<file path="src/rtl/ryuki_datatypes.sv">
// Shared trace types, output-width constant and serializer state encoding.
package ryuki_datatypes;

    localparam int unsigned TRACE_OUT_WIDTH = 32;

    // One retired-instruction record from the trace unit (72 bits).
    typedef struct packed {
        logic [31:0] pc;
        logic [31:0] instr;
        logic [4:0]  rd_addr;
        logic [2:0]  flags;
    } trace_output;

    typedef enum logic {
        IDLE,
        SEND
    } ser_state_e;

    // Number of output words needed to carry an entry of entry_w bits.
    function automatic int unsigned words_per_entry(input int unsigned entry_w,
                                                    input int unsigned word_w);
        return (entry_w + word_w - 1) / word_w;
    endfunction

endpackage

</file>
<file path="src/rtl/trace_serializer_if.sv">
// Serialized word stream: valid/ready handshake with data and end-of-entry marker.
interface trace_serializer_if #(
    parameter int unsigned OUT_WIDTH = 32
);
    logic                 out_valid_o;
    logic                 out_ready_i;
    logic [OUT_WIDTH-1:0] out_data_o;
    logic                 out_last_o;

    modport master (
        output out_valid_o,
        output out_data_o,
        output out_last_o,
        input  out_ready_i
    );

    modport slave (
        input  out_valid_o,
        input  out_data_o,
        input  out_last_o,
        output out_ready_i
    );
endinterface

</file>
<file path="src/rtl/trace_fifo.sv">
// Synchronous FIFO of trace entries; full/empty come from the occupancy count.
module trace_fifo
    import ryuki_datatypes::*;
#(
    parameter int unsigned DEPTH = 8,
    parameter type         T     = trace_output
) (
    input  logic                       clk_i,
    input  logic                       rst_i,
    input  logic                       push_i,
    input  logic                       pop_i,
    input  T                           wdata_i,
    output T                           rdata_o,
    output logic [$clog2(DEPTH+1)-1:0] count_o
);

    localparam int unsigned PW = $clog2(DEPTH);
    localparam int unsigned CW = $clog2(DEPTH + 1);

    T              mem_q [DEPTH];
    T              mem_d [DEPTH];
    logic [PW-1:0] wr_ptr_q, wr_ptr_d;
    logic [PW-1:0] rd_ptr_q, rd_ptr_d;
    logic [CW-1:0] count_q, count_d;
    logic          do_push, do_pop;

    // Next pointers, count and storage contents; pointers wrap naturally at DEPTH.
    always_comb begin
        do_pop   = pop_i && (count_q != '0);
        do_push  = push_i && ((count_q != CW'(DEPTH)) || do_pop);
        mem_d    = mem_q;
        wr_ptr_d = wr_ptr_q;
        rd_ptr_d = rd_ptr_q;
        count_d  = count_q;
        if (do_push) begin
            mem_d[wr_ptr_q] = wdata_i;
            wr_ptr_d        = wr_ptr_q + PW'(1);
        end
        if (do_pop) begin
            rd_ptr_d = rd_ptr_q + PW'(1);
        end
        case ({do_push, do_pop})
            2'b10:   count_d = count_q + CW'(1);
            2'b01:   count_d = count_q - CW'(1);
            default: count_d = count_q;
        endcase
    end

    // Pointer and count registers.
    always_ff @(posedge clk_i) begin
        if (rst_i) begin
            wr_ptr_q <= '0;
            rd_ptr_q <= '0;
            count_q  <= '0;
        end else begin
            wr_ptr_q <= wr_ptr_d;
            rd_ptr_q <= rd_ptr_d;
            count_q  <= count_d;
        end
    end

    // Entry storage; needs no reset since count gates every read.
    always_ff @(posedge clk_i) begin
        mem_q <= mem_d;
    end

    assign rdata_o = mem_q[rd_ptr_q];
    assign count_o = count_q;

endmodule

</file>
<file path="src/rtl/trace_serializer.sv">
// Buffers trace entries and emits each as N OUT_WIDTH-bit words, LSB slice first.
// Optional macro TRACE_DROP_COUNT_EN adds a saturating 16-bit drop counter port.
module trace_serializer
    import ryuki_datatypes::*;
#(
    parameter int unsigned DEPTH     = 8,
    parameter int unsigned OUT_WIDTH = TRACE_OUT_WIDTH
) (
    input  logic                       clk_i,
    input  logic                       rst_i,
    input  logic                       trace_ready_i,
    input  trace_output                trace_i,
    trace_serializer_if.master         out_if,
    output logic [$clog2(DEPTH+1)-1:0] fifo_count_o,
    output logic                       overflow_o
`ifdef TRACE_DROP_COUNT_EN
    ,
    output logic [15:0]                drop_count_o
`endif
);

    localparam int unsigned ENTRY_W = $bits(trace_output);
    localparam int unsigned N       = words_per_entry(ENTRY_W, OUT_WIDTH);
    localparam int unsigned IDX_W   = (N > 1) ? $clog2(N) : 1;
    localparam int unsigned CNT_W   = $clog2(DEPTH + 1);
    localparam logic [IDX_W-1:0] LAST_IDX = IDX_W'(N - 1);

    ser_state_e             state_q, state_d;
    logic [IDX_W-1:0]       idx_q, idx_d;
    logic                   overflow_q, overflow_d;
    logic [CNT_W-1:0]       fifo_count;
    trace_output            head;
    logic [N*OUT_WIDTH-1:0] padded;
    logic                   xfer, is_last, pop, full, push_en, drop;

    trace_fifo #(
        .DEPTH (DEPTH),
        .T     (trace_output)
    ) u_fifo (
        .clk_i   (clk_i),
        .rst_i   (rst_i),
        .push_i  (push_en),
        .pop_i   (pop),
        .wdata_i (trace_i),
        .rdata_o (head),
        .count_o (fifo_count)
    );

    assign xfer    = (state_q == SEND) && out_if.out_ready_i;
    assign is_last = (idx_q == LAST_IDX);
    assign pop     = xfer && is_last;
    assign full    = (fifo_count == CNT_W'(DEPTH));
    // A full buffer still accepts when the head leaves on the same edge.
    assign push_en = trace_ready_i && !rst_i && (!full || pop);
    assign drop    = trace_ready_i && !rst_i && full && !pop;

    // FSM state and word index registers.
    always_ff @(posedge clk_i) begin
        if (rst_i) begin
            state_q <= IDLE;
            idx_q   <= '0;
        end else begin
            state_q <= state_d;
            idx_q   <= idx_d;
        end
    end

    // Next state: start on any buffered entry, advance per transfer, pop on the last word.
    always_comb begin
        state_d = state_q;
        idx_d   = idx_q;
        case (state_q)
            IDLE: begin
                if (fifo_count != '0) begin
                    state_d = SEND;
                    idx_d   = '0;
                end
            end
            SEND: begin
                if (xfer) begin
                    if (is_last) begin
                        idx_d   = '0;
                        state_d = ((fifo_count > CNT_W'(1)) || push_en) ? SEND : IDLE;
                    end else begin
                        idx_d = idx_q + IDX_W'(1);
                    end
                end
            end
            default: begin
                state_d = IDLE;
                idx_d   = '0;
            end
        endcase
    end

    // Outputs: current slice of the head entry, zero-extended; zero while idle.
    always_comb begin
        padded                = '0;
        padded[ENTRY_W-1:0]   = head;
        out_if.out_valid_o    = (state_q == SEND);
        out_if.out_last_o     = (state_q == SEND) && is_last;
        out_if.out_data_o     = '0;
        if (state_q == SEND) begin
            out_if.out_data_o = padded[idx_q*OUT_WIDTH +: OUT_WIDTH];
        end
    end

    // Sticky overflow next value.
    always_comb begin
        overflow_d = overflow_q || drop;
    end

    // Overflow flag register.
    always_ff @(posedge clk_i) begin
        if (rst_i) begin
            overflow_q <= 1'b0;
        end else begin
            overflow_q <= overflow_d;
        end
    end

    assign fifo_count_o = fifo_count;
    assign overflow_o   = overflow_q;

`ifdef TRACE_DROP_COUNT_EN
    logic [15:0] drop_cnt_q, drop_cnt_d;

    // Drop counter next value, saturating at all-ones.
    always_comb begin
        drop_cnt_d = drop_cnt_q;
        if (drop && (drop_cnt_q != '1)) begin
            drop_cnt_d = drop_cnt_q + 16'd1;
        end
    end

    // Drop counter register.
    always_ff @(posedge clk_i) begin
        if (rst_i) begin
            drop_cnt_q <= '0;
        end else begin
            drop_cnt_q <= drop_cnt_d;
        end
    end

    assign drop_count_o = drop_cnt_q;
`endif

endmodule
</file>
<file path="src/flat_wrapper.sv">
// flat-port wrapper written by rule: the top's interface ports become plain ports
module trace_serializer_flat import ryuki_datatypes::*;
#(
    parameter int unsigned DEPTH     = 8,
    parameter int unsigned OUT_WIDTH = TRACE_OUT_WIDTH
)
  (clk_i, rst_i, trace_ready_i, trace_i, fifo_count_o, overflow_o, out_if_out_valid_o, out_if_out_data_o, out_if_out_last_o, out_if_out_ready_i);
  trace_serializer_if #(.OUT_WIDTH(OUT_WIDTH)) out_if_i ();
  input  logic clk_i;
  input  logic rst_i;
  input  logic trace_ready_i;
  input  trace_output trace_i;
  output logic [$clog2(DEPTH+1)-1:0] fifo_count_o;
  output logic overflow_o;
  output wire logic [$bits(out_if_i.out_valid_o)-1:0] out_if_out_valid_o;
  output wire logic [$bits(out_if_i.out_data_o)-1:0] out_if_out_data_o;
  output wire logic [$bits(out_if_i.out_last_o)-1:0] out_if_out_last_o;
  input wire logic [$bits(out_if_i.out_ready_i)-1:0] out_if_out_ready_i;
  assign out_if_out_valid_o = out_if_i.out_valid_o;
  assign out_if_out_data_o = out_if_i.out_data_o;
  assign out_if_out_last_o = out_if_i.out_last_o;
  assign out_if_i.out_ready_i = out_if_out_ready_i;
  trace_serializer #(.DEPTH(DEPTH), .OUT_WIDTH(OUT_WIDTH)) u_core (.clk_i(clk_i), .rst_i(rst_i), .trace_ready_i(trace_ready_i), .trace_i(trace_i), .out_if(out_if_i), .fifo_count_o(fifo_count_o), .overflow_o(overflow_o));
endmodule
</file>
<file path="config.mk">
export PLATFORM = sky130hd
export DESIGN_NAME = trace_serializer_flat
export DESIGN_NICKNAME = d
export VERILOG_FILES = /design/src/rtl/ryuki_datatypes.sv /design/src/rtl/trace_serializer_if.sv /design/src/rtl/trace_fifo.sv /design/src/rtl/trace_serializer.sv /design/src/flat_wrapper.sv
export SDC_FILE = /design/constraint.sdc
export NUM_CORES = 1
export LEC_CHECK = 0
export BUFFER_PORTS_ARGS = -buffer_cell sky130_fd_sc_hd__buf_2
export CAP_MARGIN = 40
export CELL_PAD_IN_SITES_DETAIL_PLACEMENT = 1
export CELL_PAD_IN_SITES_GLOBAL_PLACEMENT = 1
export CORE_ASPECT_RATIO = 0.8
export CORE_MARGIN = 2
export CORE_UTILIZATION = 46
export DETAILED_ROUTE_END_ITERATION = 10
export GPL_TIMING_DRIVEN = 0
export PLACE_DENSITY_LB_ADDON = 0.12
export SYNTH_ARGS = -nofsm -noshare
export SYNTH_HDL_FRONTEND = slang
export SYNTH_SLANG_ARGS = --single-unit
</file>
<file path="constraint.sdc">
create_clock -name clk_i -period 14.3 [get_ports clk_i]
set_clock_uncertainty 0.05 [all_clocks]
set_input_delay 0.715 -clock clk_i [delete_from_list [all_inputs] [get_ports clk_i]]
set_output_delay 0.715 -clock clk_i [all_outputs]
set_load 0.01 [all_outputs]
</file>
# Word-level counts from Yosys, hierarchy flattened
# Cells that the tools add are included.
# totals
reg_bits	590
in_bits	76
output_inout_bits	39
# op_classes
addsub	5
order_cmp	4
eq_ne	7
shifts	1
n_mux	17
n_bitwise	3
n_reduce_logical	20
# ops
cell	count
bitwise mux 576 bit	1
binary-select mux 72 bit (select 3 bit)	1
demux 72 bit (select 3 bit)	1
2-to-1 mux 72 bit	3
indexed part select 96 x 8 -> 32 bit	1
2-to-1 mux 32 bit	1
logical AND 1 bit	10
greater-or-equal comparator 4 bit (second input constant)	2
NOT 3 -> 4 bit	2
case mux 4 bit (2 select lines)	1
adder 3 x 1 -> 3 bit (second input constant)	2
2-to-1 mux 2 bit	3
adder 4 x 1 -> 4 bit (second input constant)	1
== test 2 bit (second input constant)	2
== test 4 bit (second input constant)	1
> comparator 4 x 1 -> 1 bit (second input constant)	1
logical OR 1 bit	4
less-than comparator 4 x 1 -> 1 bit (second input constant)	1
2-to-1 mux 1 bit	4
inequality test 4 bit (second input constant)	1
case mux 2 bit (2 select lines)	1
nonzero test 4 bit	1
subtractor 4 x 1 -> 4 bit (second input constant)	1
logical NOT 1 bit	3
8 further kinds	8

# Longest topological paths before layout
# Gate-level depths: netlist (run 1).
# logic_depth
word_depth	9
mapped_depth	10

# Hierarchy
# A second synthesis (run 1) with hierarchy kept.
# unflattened
hier_cells	1018
area_unflattened_um2	23158.5
# by_module_without_submodules
module	n_inst	cells_each	area_per_inst_um2
trace_fifo	1	901	22327.7
trace_serializer	1	117	830.8

# Worst setup path before layout (run 1)
# Ideal clock, no wire load.
# synth_timing
path_kind	input to register
startpoint	input out_if_out_ready_i
endpoint	register u_core.u_fifo.mem_q[360] (netlist bit) (enable)
setup_time_ns	0.705
t_arrival_ns	8.681
slack_ns	4.864
cell_stages	4
path_cell_list	and4b_1 o21ai_0 clkbuf_1 nor4b_1
# synth_via
elab_chain_len	5
word_cells_on_any_way	7
cone_classes	7 x reduce/logical
# synth_lines
item	line_no	source
from (decl)	flat_wrapper.sv:18	input wire logic [$bits(out_if_i.out_ready_i)-1:0] out_if_out_ready_i;
logical AND 1 bit *	trace_serializer.sv:49	assign xfer = (state_q == SEND) && out_if.out_ready_i;
logical AND 1 bit *	trace_serializer.sv:51	assign pop = xfer && is_last;
logical OR 1 bit / logical AND 1 bit (equally long branches)	trace_serializer.sv:54, trace_fifo.sv:29	
logical AND 1 bit / logical OR 1 bit (equally long branches)	trace_serializer.sv:54, trace_fifo.sv:30	
logical AND 1 bit *	trace_fifo.sv:30	do_push = push_i && ((count_q != CW'(DEPTH)) || do_pop);
to (signal assigned)	trace_fifo.sv:64	mem_q <= mem_d;
to (decl)	trace_fifo.sv:20	T mem_q [DEPTH];
# Every way passes the cells marked *; elsewhere a longest branch is shown, timed or not.
# A chain may end at the register's enable or synchronous reset.

# Worst setup path after layout (run 1)
# layout_timing
startpoint	register u_core.u_fifo.rd_ptr_q[1]
endpoint	output out_if_out_data_o[5]
# layout_via
elab_chain_len	6
# layout_lines
item	line_no	source
from (decl)	trace_fifo.sv:23	logic [PW-1:0] rd_ptr_q, rd_ptr_d;
from (signal assigned)	trace_fifo.sv:57	rd_ptr_q <= rd_ptr_d;
NOT 3 -> 4 bit (implied by the code)	trace_fifo.sv:67	assign rdata_o = mem_q[rd_ptr_q];
binary-select mux 72 bit (select 3 bit)	trace_fifo.sv:67	
2-to-1 mux 72 bit (implied by the code) (2 in series)	trace_fifo.sv:67	
indexed part select 96 x 8 -> 32 bit	trace_serializer.sv:104	out_if.out_data_o = padded[idx_q*OUT_WIDTH +: OUT_WIDTH];
2-to-1 mux 32 bit	trace_serializer.sv:103	if (state_q == SEND) begin
to (decl)	flat_wrapper.sv:16	output wire logic [$bits(out_if_i.out_data_o)-1:0] out_if_out_data_o;
# Every way passes these cells. The select of a mux whose other input is x is not followed.

==> results of run 1 <==
[routing by layer]
metal / part of all wire (%) / global-route usage (%)
met5: 0.060 / 0
met4: 1.8 / 5.727
met3: 6.0 / 4.218
met2: 46 / 35.76
met1: 46 / 34.47
[placed cells by master, fill, tap and decap left out, types with 3 or more instances in the layout]
cell type	synthesis	layout
buf_4	9	74
clkbuf_1	20	32
buf_2	23	141
nand2_1	11	11
inv_1	5	5
clkinv_1	0	13
mux2_2	4	4
clkbuf_16	0	58
o21ai_0	17	17
o211ai_1	4	4
and3_1	24	24
a22oi_1	24	24
nand3_1	9	9
mux2i_1	87	87
buf_6	8	29
a22o_1	24	24
ha_1	6	6
a21oi_1	7	7
a221oi_1	12	12
bufinv_16	0	5
and2_1	3	3
buf_1	4	4
nor2_1	14	13
diode_2	0	3
mux4_2	104	104
xor2_1	4	4
nor2b_1	3	3
a221o_1	24	24
edfxtp_1	576	576
dfxtp_1	14	14
buf_8	0	6
clkinv_2	0	15
nand3b_1	3	3
a2bb2oi_1	4	4
nor3b_2	1	3
[state kept, by name, indices dropped and copies added, names as in the netlist]
signal and cells:
u_core.u_fifo.mem_q 576, u_core.u_fifo.count_o 4, u_core.u_fifo.rd_ptr_q 3, u_core.u_fifo.wr_ptr_q 3
u_core.idx_q 2, u_core.out_if.out_valid_o 1, u_core.overflow_o 1
[critical path, delay by kind of cell, from the launching register on]
family                 cells  cell delay (ns)
AOI/OAI and AO/OA          1             0.19
muxes                      2             0.71
DFF                        1             0.42
buffers and inverters      4             1.27
[synth_stat cells, types with 3 or more instances]
cell type | instances | area (um2)
a221o_1 | 24 | 240.2
nand3_1 | 9 | 45.04
a21oi_1 | 7 | 35.03
buf_1 | 4 | 15.01
buf_4 | 9 | 67.56
buf_2 | 23 | 115.1
mux2i_1 | 87 | 870.8
nand3b_1 | 3 | 22.52
mux2_2 | 4 | 45.04
and2_1 | 3 | 18.77
o211ai_1 | 4 | 30.03
o21ai_0 | 17 | 85.08
nor2b_1 | 3 | 18.77
nand2_1 | 11 | 41.29
mux4_2 | 104 | 2342
buf_6 | 8 | 90.09
and3_1 | 24 | 150.1
a221oi_1 | 12 | 105.1
xor2_1 | 4 | 35.03
inv_1 | 5 | 18.77
dfxtp_1 | 14 | 280.3
a22o_1 | 24 | 210.2
clkbuf_1 | 20 | 75.07
nor3_1 | 3 | 15.01
edfxtp_1 | 576 | 17300
a2bb2oi_1 | 4 | 35.03
ha_1 | 6 | 75.07
nor2_1 | 14 | 52.55
a22oi_1 | 24 | 180.2
[final timing paths]
check                                               to                              startpoint  slack, ns
setup / recovery                  out_if_out_data_o[5]  u_core.u_fifo.rd_ptr_q[1]$_SDFFE_PP0P_      10.34
hold / removal    u_core.out_if.out_valid_o$_SDFF_PP0_                                   rst_i       0.33
setup reg to reg    u_core.u_fifo.mem_q[417]$_DFFE_PP_   u_core.u_fifo.count_o[0]$_SDFFE_PP0P_      10.91
hold reg to reg           u_core.overflow_o$_SDFF_PP0_            u_core.overflow_o$_SDFF_PP0_       0.42
[stage by stage]
stage / cell area (um2) / hold slack, ns / std cells
2_1_floorplan: 22800 / 0.4522 / 1072
3_3_place_gp: 24150 / 0.4007 / 1815
3_5_place_dp: 25100 / 0.4164 / 1914
4_1_cts: 26900 / 0.2918 / 2020
5_1_grt: 26910 / 0.3151 / 2021
6_report: 26910 / 0.3258 / 2023
[cells by family after synthesis]
| group | after synthesis |
|---|---|
| flip-flops | 590 |
| buffers and inverters | 70 |
| AO/OA/AOI/OAI | 118 |
| adder cells (fa/ha/maj) | 6 |
| XOR/XNOR | 6 |
| AND/OR/NAND/NOR | 87 |
| multiplexers | 195 |
[power by group through the flow]
stage | Combinational [mW] | Clock [mW] | Sequential [mW]
after floorplan | 0.0583 | 0 | 1.97
after global placement | 0.125 | 0 | 1.98
after detailed placement | 0.143 | 0 | 1.97
after CTS | 0.144 | 1.49 | 1.93
after global routing | 0.154 | 1.55 | 1.93
final | 0.143 | 1.47 | 1.93
[final cells by class]
type                    count  share of cell area [%]
clock buffers              70                   5.561
repair buffers            213                   5.472
plain buffers              65                   1.367
diodes                      3                 0.02790
well taps                 629                   2.924
flip-flops and latches    590                   65.32
multi-input cells         412                   18.13
inverters                   5                 0.06974
clock inverters            36                   1.134
==> run metrics, run 1 <==
outcome finished, final reports clean; vias per inst 5.840; Starting Density 46.86%; simple-gate share of the synthesized area 2.239%; EDFF count, synth 576; Post-CTS Setup Bufs 0; setup TNS 0 ns; leak pwr 8.818 nW; WL/cell 28.79 um; fin crit period 3.964 ns; Place WS 10.62 ns; post-synthesis compound-gate area fraction 4.106%; Residual DRC 0; Layout Nets 1427; Sw Ratio 20.62%; maximum VDD drop 0.09950 mV; antenna violations before repair 6; first-pass GRT wire length 85320 um; die height 203.1 um; Final Util 55.32%; Post-Synth XOR/XNOR Area 0.2305%; combinational share of power 4.1%; Net Count, Synth 1154; slowest cell delay on critical path 0.42 ns; CTS tree yes; Power Density 131.5 nW/um2; Synthesis Warnings 0; Hold Crit Class primary input to register; Max Fanout on Critical Path 10; Worst-Skew Late Latency 0.59 ns; achievable frequency 252.3 MHz; Seq pwr share 54.5%; total global routing track utilization 23.18%; number of port buffers 114; Req. time, crit path 13.53 ns; vias after detailed routing 11814; Register Area 17580 um2; register bit count reported by yosys 590; syn avg cell area 21.26 um2; total power 3.538 mW; share of flip-flops with an asynchronous set or reset 0%; synthesis-to-finish area growth 18.05%; Gate Count Post-Synth 1072; mux contribution to synthesized area 14.29%; Antenna Violating Nets Remaining 0; Final period util 27.72%; post-synthesis sequential area ratio 77.11%; Cell variety after synth 45; P_sw 0.7295 mW; crit-path cells buf_4 > buf_2 > buf_2 > mux4_2 > mux2i_1 > o211ai_1 > buf_2; detailed router's first-iteration violation count 1021; Die ar. 51360 um2; crit start category register; Max Root-Sink Buffers 3; Post-Syn Area 22800 um2; Core ar. 48650 um2; Final Max Slew Viols 0; Power Internal 2.808 mW; die width 252.9 um; CP Data Arrival Time 3.20 ns; Tightest Pin Transition 0.9351 ns; max_cap viols 0; grt ovf 0; CTS Sinks 590; critical path's most frequent cell buf_2; DRT Wirelength 58240 um; Slowest-stage cell, CP dfxtp_1; RSZ-0062 raised after global routing false; Inserted Clock Buffers 58; RePlAce Congestion 0.7263; top-level I/O count 115; Multi-input gate area 4878 um2; critical path endpoint category output pin; clock power share 41.4%; PostCTS Resize Cnt 0; main combinational cell family by area after synthesis multiplexers; Primary FF master, synth edfxtp_1; layout cells sized above 1 32.78%; Worst-path clk slew 0.06 ns; Hold Vio Cnt, Final 0; DRT Pass-1 Iters 5; Hold Path Depth 2; CTS H-tree depth 2; fillers 4309; CTS hold repair buffers 0; final setup vio count 0; row count 72; post-DP HPWL 40310 um; kind of critical path register to output pin; Worst slew margin 37.66%; largest net degree at the start of global routing 23; CTS root buf clkbuf_16; Post-Synth Adder-Cell Area 0.3293%; reg2reg path depth 11; setup slack after layout 10.34 ns; vias in the first global route 12351
No activity file was read; power rests on OpenSTA's default activity.
==> run 2, diff against run 1 <==
--- a/config.mk
+++ b/config.mk
@@ -5,6 +5,7 @@
 export SDC_FILE = /design/constraint.sdc
 export NUM_CORES = 1
 export LEC_CHECK = 0
+export ABC_AREA = 1
 export BUFFER_PORTS_ARGS = -buffer_cell sky130_fd_sc_hd__buf_2
 export CAP_MARGIN = 40
 export CELL_PAD_IN_SITES_DETAIL_PLACEMENT = 1
==> constraint.sdc (replaced) <==
create_clock -name clk_i -period 3.8 [get_ports clk_i]
set_clock_uncertainty 0.05 [all_clocks]
set_input_delay 0.19 -clock clk_i [delete_from_list [all_inputs] [get_ports clk_i]]
set_output_delay 0.19 -clock clk_i [all_outputs]
set_load 0.01 [all_outputs]
==> run metrics, run 2 <==
WL/cell 25.88 um (was 28.79 um); max reg flops 576 (unchanged); CTS root buf clkbuf_16 (unchanged); Max Fanout on Critical Path 10 (unchanged); layout cells sized above 1 12.24% (was 32.78%); Worst-Skew Late Latency 0.62 ns (was 0.59 ns); Post-CTS Setup Bufs 0 (unchanged); largest cells by area after synthesis edfxtp_1 (72%), nor2_1 (5.9%), nand3_1 (5.4%) (was edfxtp_1 (76%), mux4_2 (10%), mux2i_1 (3.8%)); fin crit period 3.736 ns; total power 13.42 mW (was 3.538 mW); kind of critical path register to output pin (unchanged); most common cell after layout, fill and taps aside edfxtp_1 (unchanged); vias per inst 5.687 (was 5.840); Req. time, crit path 3.56 ns (was 13.53 ns); CP Data Arrival Time 3.50 ns (was 3.20 ns); grt met2 use 45.36% (was 35.76%); register bit count reported by yosys 590 (unchanged); Worst-path clk slew 0.06 ns (about the same); row count 74 (was 72); share of flip-flops with an asynchronous set or reset 0% (unchanged); Core ar. 51390 um2 (was 48650 um2); PostCTS Resize Cnt 0 (unchanged); post-synthesis sequential area ratio 73.08% (was 77.11%); RSZ-0062 raised after global routing false (unchanged); Commonest cells post-synth edfxtp_1 (576), nor2_1 (381), nand2_1 (273), nand3_1 (259), o21ai_0 (203) (was edfxtp_1 (576), mux4_2 (104), mux2i_1 (87)); Final period util 98.31%; cell taking the most area after synthesis edfxtp_1 (unchanged); leak pwr 10.59 nW (was 8.818 nW); Gate Count Post-Synth 2056 (was 1072); DRT Pass-1 Iters 5 (unchanged); final setup vio count 0 (unchanged); most frequent cell after synthesis edfxtp_1 (unchanged); Cell variety after synth 23 (was 45); Biggest register u_core.u_fifo.mem_q (unchanged); RePlAce Congestion 0.7883 (was 0.7263); total global routing track utilization 29.45% (was 23.18%); die width 259.7 um (was 252.9 um); Hold Vio Cnt, Final 0 (unchanged); Antenna Violating Nets Remaining 0 (unchanged); Starting Density 46.81% (was 46.86%); Power Density 468.5 nW/um2 (was 131.5 nW/um2); detailed router's first-iteration violation count 1806 (was 1021); Residual DRC 0 (unchanged); synthesis-to-finish area growth 19.08% (was 18.05%); Post-Syn Area 24050 um2 (was 22800 um2); GR Util met1 42.65% (was 34.47%); met3 Use GR 5.885% (was 4.218%); EDFF count, synth 576 (unchanged); Final Max Slew Viols 0 (unchanged); largest net degree at the start of global routing 24 (was 23); crit start category register (unchanged); number of port buffers 114 (unchanged); outcome finished, final reports clean (unchanged); syn avg cell area 11.70 um2 (was 21.26 um2); first-pass GRT wire length 115600 um (was 85320 um); vias in the first global route 17730 (was 12351); max_cap viols 0 (unchanged); vias after detailed routing 17415 (was 11814); Hold Crit Class primary input to register (unchanged); Die ar. 54140 um2 (was 51360 um2); post-DP HPWL 52500 um (was 40310 um); ant diodes 0 (was 3); Inserted Clock Buffers 58 (unchanged); Synth top area share 71.91% (was 75.88%); DRT Wirelength 79260 um (was 58240 um); Primary FF master, synth edfxtp_1 (unchanged); maximum VDD drop 0.3644 mV (was 0.09950 mV); Net Count, Synth 2138 (was 1154); Max Root-Sink Buffers 3 (unchanged); CTS tree yes (unchanged); critical path endpoint category output pin (unchanged); Layout Nets 2417 (was 1427); top-level I/O count 115 (unchanged); Tightest Pin Transition 1.016 ns (was 0.9351 ns); CTS H-tree depth 2 (unchanged); CTS Sinks 590 (unchanged); CTS hold repair buffers 75 (was 0); most frequent cells in the layout edfxtp_1 (576), nor2_1 (373), nand2_1 (273), nand3_1 (259), o21ai_0 (203) (was edfxtp_1 (576), buf_2 (141), mux4_2 (104), mux2i_1 (87), buf_4 (74)); Final Util 55.73% (was 55.32%); Worst slew margin 32.04% (was 37.66%); grt ovf 0 (unchanged); die height 208.5 um (was 203.1 um); achievable frequency 267.7 MHz; Synthesis Warnings 0 (unchanged); most used routing layer met2 (unchanged); antenna violations before repair 5 (was 6)
==> run 2: layout make-up <==
type / count / area (um2)
plain buffers: 120 / 603.1
clock buffers: 73 / 1549
clock inverters: 30 / 183.9
fillers: 5370 / 22750
inverters: 147 / 551.8
multi-input cells: 1199 / 5380
flip-flops and latches: 590 / 17580
well taps: 684 / 855.8
repair buffers: 219 / 1939
==> run 2: power breakdown <==
part | total [mW] | internal [mW] | switching (mW)
sequential | 7.24 | 7.22 | 0.0237
clock | 5.48 | 2.99 | 2.49
combinational | 0.692 | 0.218 | 0.474
total | 13.4 | 10.4 | 2.99
==> run 2: worst paths after layout <==
path	slack (ns)	startpoint	cells past startpoint	endpoint
worst max-delay path	0.06	u_core.idx_q[1]$_SDFFE_PP0P_	5	out_if_out_data_o[19]
worst min-delay path	0.32	trace_i[35]	2	u_core.u_fifo.mem_q[395]$_DFFE_PP_
worst max register to register	0.71	u_core.u_fifo.count_o[0]$_SDFFE_PP0P_	10	u_core.u_fifo.mem_q[259]$_DFFE_PP_
worst min register to register	0.47	u_core.u_fifo.wr_ptr_q[0]$_SDFFE_PP0P_	2	u_core.u_fifo.wr_ptr_q[0]$_SDFFE_PP0P_
==> run 2: cell families (layout without fill, tap and decap cells) <==
| kind of cell | after synthesis | after routing | synth area share (%) |
|---|---|---|---|
| xor+xnor | 1 | 1 | 0.03642 |
| buf+inv | 267 | 589 | 4.802 |
| compound gates | 274 | 274 | 6.060 |
| simple gates | 918 | 918 | 15.71 |
| fa+ha+maj | 6 | 6 | 0.3121 |
| flops | 590 | 590 | 73.08 |
==> run 2: through the flow <==
| step | setup WS, ns | area (um2) | std cells | setup TNS [ns] | hold WS [ns] |
|---|---|---|---|---|---|
| final | 0.06439 | 28640 | 3062 | 0 | 0.3196 |
| after global routing | 0.09749 | 28640 | 3062 | 0 | 0.3337 |
| after CTS | 0.1871 | 28640 | 3062 | 0 | 0.2853 |
| after detailed placement | 0.6914 | 26160 | 2884 | 0 | 0.4179 |
| after global placement | -4.609 | 25490 | 2854 | -1834.17 | 0.4048 |
| after floorplan | -1.128 | 24060 | 2056 | -324.80 | 0.2091 |
==> run 2: routing by layer <==
| layer | up-vias | part of all wire (%) |
|---|---|---|
| met1 | 8860 | 44 |
| met5 | - | 0.072 |
| met3 | 143 | 8.4 |
| li1 | 7696 | - |
| met2 | 708 | 46 |
| met4 | 8 | 2.3 |
==> run 2: worst max-delay path: stages (launching register included) <==
cell	delay, ns
dfxtp_1	0.34
nor2_1	0.78
clkbuf_1	0.79
nand3_1	0.48
a21oi_1	0.31
buf_2	0.17
